==> config.mk <==
export PLATFORM = sky130hd
export DESIGN_NAME = pb_debounce_repeat
export DESIGN_NICKNAME = d
export VERILOG_FILES = /design/src/rtl/pb_debounce_repeat.sv
export SDC_FILE = /design/constraint.sdc
export NUM_CORES = 1
export LEC_CHECK = 0
export BUFFER_PORTS_ARGS = -buffer_cell sky130_fd_sc_hd__buf_2
export CAP_MARGIN = 30
export CELL_PAD_IN_SITES_DETAIL_PLACEMENT = 0
export CELL_PAD_IN_SITES_GLOBAL_PLACEMENT = 1
export CORE_MARGIN = 2
export CORE_UTILIZATION = 45
export CTS_BUF_LIST = sky130_fd_sc_hd__clkbuf_4
export DETAILED_ROUTE_END_ITERATION = 12
export GPL_TIMING_DRIVEN = 0
export PLACE_DENSITY_LB_ADDON = 0.1
export SYNTH_ARGS = -nofsm -noshare
export SYNTH_HDL_FRONTEND = slang
export SYNTH_SLANG_ARGS = --single-unit
==> constraint.sdc <==
create_clock -name clock -period 1.6 [get_ports clock]
set_clock_uncertainty 0.1 [all_clocks]
set_input_delay 0.16 -clock clock [delete_from_list [all_inputs] [get_ports clock]]
set_output_delay 0.16 -clock clock [all_outputs]
set_load 0.1 [all_outputs]
==> src/rtl/pb_debounce_repeat.sv <==
// Pushbutton front-end: two-flop synchroniser, saturating-counter debounce, one-cycle press/release pulses.
// Auto-repeat FSM is built only when PB_REPEAT_EN is defined; otherwise pb_repeat is tied low.
module pb_debounce_repeat #(
    parameter int          CNT_W        = 16,
    parameter logic [23:0] REPEAT_DELAY = 24'd12_500_000,
    parameter logic [23:0] REPEAT_RATE  = 24'd2_500_000
) (
    input  logic clock,
    input  logic reset,
    input  logic pb_n,
    output logic pb_state,
    output logic pb_down,
    output logic pb_up,
    output logic pb_repeat
);

    logic             s1;
    logic             s2;
    logic             pressed;
    logic [CNT_W-1:0] cnt;
    logic             cnt_full;

    // Synchroniser resets to "released" so a held button is seen as a fresh press.
    always_ff @(posedge clock or posedge reset) begin
        if (reset) begin
            s1 <= 1'b1;
            s2 <= 1'b1;
        end else begin
            s1 <= pb_n;
            s2 <= s1;
        end
    end

    assign pressed  = ~s2;
    assign cnt_full = &cnt;

    always_ff @(posedge clock or posedge reset) begin
        if (reset) begin
            cnt      <= '0;
            pb_state <= 1'b0;
            pb_down  <= 1'b0;
            pb_up    <= 1'b0;
        end else begin
            // NOTE: default-low pulse assignments first; the accept branch overrides them for one cycle only.
            pb_down <= 1'b0;
            pb_up   <= 1'b0;
            if (pressed == pb_state) begin
                cnt <= '0;
            end else if (!cnt_full) begin
                cnt <= cnt + 1'b1;
            end else begin
                pb_state <= pressed;
                cnt      <= '0;
                pb_down  <= pressed;
                pb_up    <= ~pressed;
            end
        end
    end

`ifdef PB_REPEAT_EN
    typedef enum logic [1:0] {
        RELEASED,
        HOLD,
        REPEAT
    } rstate_t;

    rstate_t     state;
    rstate_t     state_nxt;
    logic [23:0] rcnt;
    logic [23:0] rcnt_nxt;
    logic        repeat_nxt;
    logic        press_edge;
    logic        release_edge;

    // Same condition that raises pb_down / pb_up on this edge.
    assign press_edge   = cnt_full && (pressed != pb_state) && pressed;
    assign release_edge = cnt_full && (pressed != pb_state) && !pressed;

    always_ff @(posedge clock or posedge reset) begin
        if (reset) begin
            state     <= RELEASED;
            rcnt      <= '0;
            pb_repeat <= 1'b0;
        end else begin
            state     <= state_nxt;
            rcnt      <= rcnt_nxt;
            pb_repeat <= repeat_nxt;
        end
    end

    // NOTE: every always_comb output gets a default first so no path can infer a latch.
    always_comb begin
        state_nxt  = state;
        rcnt_nxt   = rcnt;
        repeat_nxt = 1'b0;
        case (state)
            RELEASED: begin
                if (press_edge) begin
                    state_nxt = HOLD;
                    rcnt_nxt  = '0;
                end
            end
            HOLD: begin
                // Release takes priority over a terminal count on the same edge.
                if (release_edge) begin
                    state_nxt = RELEASED;
                    rcnt_nxt  = '0;
                end else if (rcnt == REPEAT_DELAY - 24'd1) begin
                    state_nxt  = REPEAT;
                    rcnt_nxt   = '0;
                    repeat_nxt = 1'b1;
                end else begin
                    rcnt_nxt = rcnt + 24'd1;
                end
            end
            REPEAT: begin
                if (release_edge) begin
                    state_nxt = RELEASED;
                    rcnt_nxt  = '0;
                end else if (rcnt == REPEAT_RATE - 24'd1) begin
                    rcnt_nxt   = '0;
                    repeat_nxt = 1'b1;
                end else begin
                    rcnt_nxt = rcnt + 24'd1;
                end
            end
            default: begin
                state_nxt = RELEASED;
                rcnt_nxt  = '0;
            end
        endcase
    end
`else
    // Repeat timing parameters are referenced only so both builds share one parameter list.
    assign pb_repeat = 1'b0 && (REPEAT_DELAY != 24'd0) && (REPEAT_RATE != 24'd0);
`endif

endmodule

== Yosys cells after proc, flatten, opt, wreduce, memory -nomap -nowiden ==
Index checks and enable logic that the tools add are counted.
Storage, ports and cells
  bits of input ports: 3
  output and inout port bits: 4
  bits in registers: 21
Cells by class
  equal/unequal tests: 1
  $add $sub $neg: 1
  reduce and logical (&&, ||, !) cells: 2
  bitwise gates (word level): 2
  muxes and demuxes: 6
Operators with widths (number)
  16-bit two-way mux: 2
  17-bit AND reduction: 1
  16-bit by 1-bit adder with 16-bit output, second input constant: 1
  16-bit AND reduction: 1
  1-bit two-way mux: 4
  1-bit NOT: 2
  1-bit equality test: 1

== Longest topological paths before layout ==
  depth after elaboration: 4
  depth in mapped cells: 6

== Worst setup path after synthesis ==
OpenSTA, ideal clock, no wires.
  path kind: flip-flop to flip-flop
  start point: register pb_state
  end point: register cnt[14]
  arrival: 1779 ps
  clock period less this slack: 1951 ps
  stages on the path, launching flop included: 5
  data required time: 1429 ps
  library setup time: 71 ps
  buffers on the path: 1
  slack: -351 ps
  cells stage by stage: dfrtp_1 xor2_1 or2_2 buf_6 nor2_1
Between the ends
  word-level cells in the longest chain between the ends: 2
Ends and longest elaborated chain
  start, declared: line 11  | output logic pb_state,
  start signal, assigned: line 52  | pb_state <= pressed;
  1-bit equality test: line 47  | if (pressed == pb_state) begin
  16-bit two-way mux: line 47
  end signal, assigned: line 50  | cnt <= cnt + 1'b1;
  end, declared: line 20  | logic [CNT_W-1:0] cnt;
No other way between the ends.
A chain may end at the register's enable or synchronous reset.

== Worst setup path in the final report ==
  start point: register cnt[14]
  end point: register pb_state
Between the ends
  word-level cells in the longest chain between the ends: 1
Ends and longest elaborated chain
  17-bit AND reduction (no line)
No other way between the ends.

==> run metrics <==
outcome=complete, no violations; CTS tree=yes; placed cells=124; IO buf count=5; wire per inst=13.1 µm; clock sink count=21; Pwr Total=0.898 mW; Tmin final=1.57 ns; Mapped Area=958 µm²; via/cell ratio=4.93; row cnt=16; worst ir drop on vdd=549 µV; CP max stage cell=or4_1; Area after DPL=1020 µm²; DIE WIDTH=50.2 µm; area of the multi-input gates=452 µm²; Final Slew Violations=0; most frequent cell after synthesis=nor2_1; global-route congestion overflow total=0; TritonCTS Buffers=3; via count=720; worst r2r src=cnt[14]; core area=1980 µm²; most frequent cells after synthesis=20 x nor2_1, 19 x dfrtp_1, 13 x xnor2_1, 6 x nor4_1, 5 x nand3_1; GRT Overall Usage=0.175; Worst-Skew Late Latency=0.31 ns; crit path cell chain=nand4_1, or4_1, a21o_1; Final Cell Area=1250 µm²; Setup TNS=0 ns; crit-path max cell delay=0.58 ns; CP endpoint kind=register; drt pass-1 iters=4; sequential fraction of the synthesis area=0.551; R2R Setup Slk=0.03 ns; Syn Area/Cell=10.4 µm²; Post-synth EDFFs=0; largest net degree at the start of global routing=22; pwr/cell area=716 nW/µm²; Worst Path Arrival=1.69 ns; WL final=1910 µm; Yosys reg bits=21; end of the worst hold path=s2; Worst Hold Depth=0; Ports=7; Worst-Margin Slew=0.778 ns; via count of the first global-routing pass=696; DP Wirelength=1080 µm; Worst-path clk slew=0.12 ns; first-pass GRT wire length=3170 µm; register area=536 µm²; Ys Warns=0; Area growth syn-to-layout=30.8%; DR DRC count=0; die height=50.2 µm; worst flop-to-flop path endpoint=pb_state; fillers=172; Netlist cell types=21; fmax=635 MHz; Max Cap Viol=0; H-tree depth=1; die area=2520 µm²; Synth async-reset ratio=1.00; CTS root buf=clkbuf_4; static leakage=0.556 nW; Max FO, Critical Path=3; nets@finish=124; Reg2Reg Depth=3; routability cong.=0.743; share of the synthesized area in the top cell type=0.496; post-synth top area cell=dfrtp_1; Detail Route Antenna Nets=0; initial antenna violation count=0; Min-Delay Startpoint=s1; HP Class=reg -> reg; period utilization=0.984; Initial DRC Count=7; unrepaired setup endpoints after global routing=true; Starting Density=0.484; syn nets=96; CTS max path bufs=2; Startpoint Class=register; final setup fails=0; top cells by area, synth=dfrtp_1 50%, xnor2_1 12%, nor2_1 7.8%, dfstp_2 5.5%, nor4_1 3.9%; Hold Vio Cnt, Final=0; Crit Path Class=reg -> reg; Synth Flop Type=dfrtp_1; Slew HR=0.481; layout cell share with drive strength beyond 1=0.361; n_diodes=0; Crit path required time=1.72 ns; synthesized instance count=92; non-filler cells, final=146
## cell usage in the layout, fill, tap and decap left out
| master | synthesis | routed |
|---|---|---|
| dlygate4sd3_1 | 0 | 2 |
| dfstp_2 | 2 | 2 |
| buf_2 | 0 | 5 |
| a21o_1 | 1 | 1 |
| dfrtp_1 | 19 | 15 |
| and3_1 | 1 | 1 |
| ha_2 | 0 | 1 |
| nor4_4 | 0 | 1 |
| or4_1 | 1 | 1 |
| nor3_1 | 3 | 2 |
| dfrtp_2 | 0 | 3 |
| dfrtp_4 | 0 | 1 |
| clkbuf_4 | 0 | 4 |
| nor3b_1 | 1 | 1 |
| nand2_1 | 4 | 4 |
| buf_8 | 0 | 1 |
| nor2_1 | 20 | 20 |
| nand3_2 | 0 | 1 |
| inv_1 | 4 | 4 |
| nand3_1 | 5 | 4 |
| nor4_2 | 0 | 4 |
| nand4_1 | 4 | 4 |
| nor4_1 | 6 | 1 |
| buf_4 | 1 | 17 |
| or2_4 | 0 | 1 |
| nor3_2 | 0 | 1 |
| xnor2_1 | 13 | 13 |
| xor2_1 | 2 | 2 |
| conb_1 | 1 | 1 |
| nand4_4 | 1 | 1 |
## critical path, delay by kind of cell, from the launching register on
family | cells | cell delay, ns
and+or+nand+nor | 2 | 0.78
DFF | 1 | 0.40
AOI/OAI and AO/OA | 1 | 0.20
## worst max path at each step
stage,from,endpoint,slack (ns),cells after the start
finish,cnt[14],pb_state,0.03,3
global route,cnt[0],cnt[13],-0.03,6
CTS,cnt[8],pb_state,0.00005,3
detailed placement,cnt[7],cnt[14],-0.15,5
global placement,cnt[6],cnt[14],-0.16,5
floorplan,pb_state,cnt[14],0.03,4
## report_power, final
group	total (mW)	switching, mW	internal, mW	leakage, nW
registers	0.549	0.00804	0.541	0.277
clock network	0.286	0.172	0.115	0.0184
logic	0.0625	0.0368	0.0257	0.261
## flip-flops by register name, summed over array words and instances (netlist names)
register and count:
pb_state 1, pb_down 1, s2 1, s1 1
cnt 16, pb_up 1
## layer usage
layer / global-route usage / share of wire / vias up
li1: - / - / 361
met1: 0.229 / 0.46 / 349
met2: 0.263 / 0.49 / 5
met3: 0.0357 / 0.016 / 5
met4: 0.111 / 0.026 / 0
met5: 0 / 0 / -
## final cells by class
| cell class | count | area share |
|---|---|---|
| flip-flops and latches | 21 | 0.427 |
| multi-input cells | 65 | 0.360 |
| repair buffers | 23 | 0.132 |
| well taps | 27 | 0.0269 |
| clock buffers | 4 | 0.0240 |
| plain buffers | 2 | 0.0180 |
| inverters | 4 | 0.0120 |
## kinds of logic (layout without fill, tap and decap cells)
kind of cell	after synthesis	after routing	share of synthesized area
flops	21	21	0.551
buf+inv	6	33	0.0352
simple gates	47	47	0.252
fa+ha+maj	1	1	0.0131
compound gates	1	1	0.00784
xor+xnor	15	15	0.137
other cells	1	1	0.00391
## stage by stage
stage                     hold slack (ns)  utilization  setup WS [ns]
after CTS                           0.263        0.583      0.0000470
final                               0.263        0.633         0.0261
after floorplan                    0.0351            -         0.0282
after global placement              0.164        0.515         -0.162
after detailed placement            0.166        0.515         -0.151
after global routing                0.274        0.633        -0.0311
## what timing repair did
| action | in CTS | in global routing |
|---|---|---|
| hold endpoints to repair | 20 | 0 |
| pin swaps | 1 | 2 |
| cloned | 0 | 0 |
| gates resized for setup | 5 | 9 |
| hold buffers | 2 | 0 |
| buffers inserted | 8 | 8 |
| setup endpoints to repair | 14 | 12 |
Power figures use the tool's default switching activity.
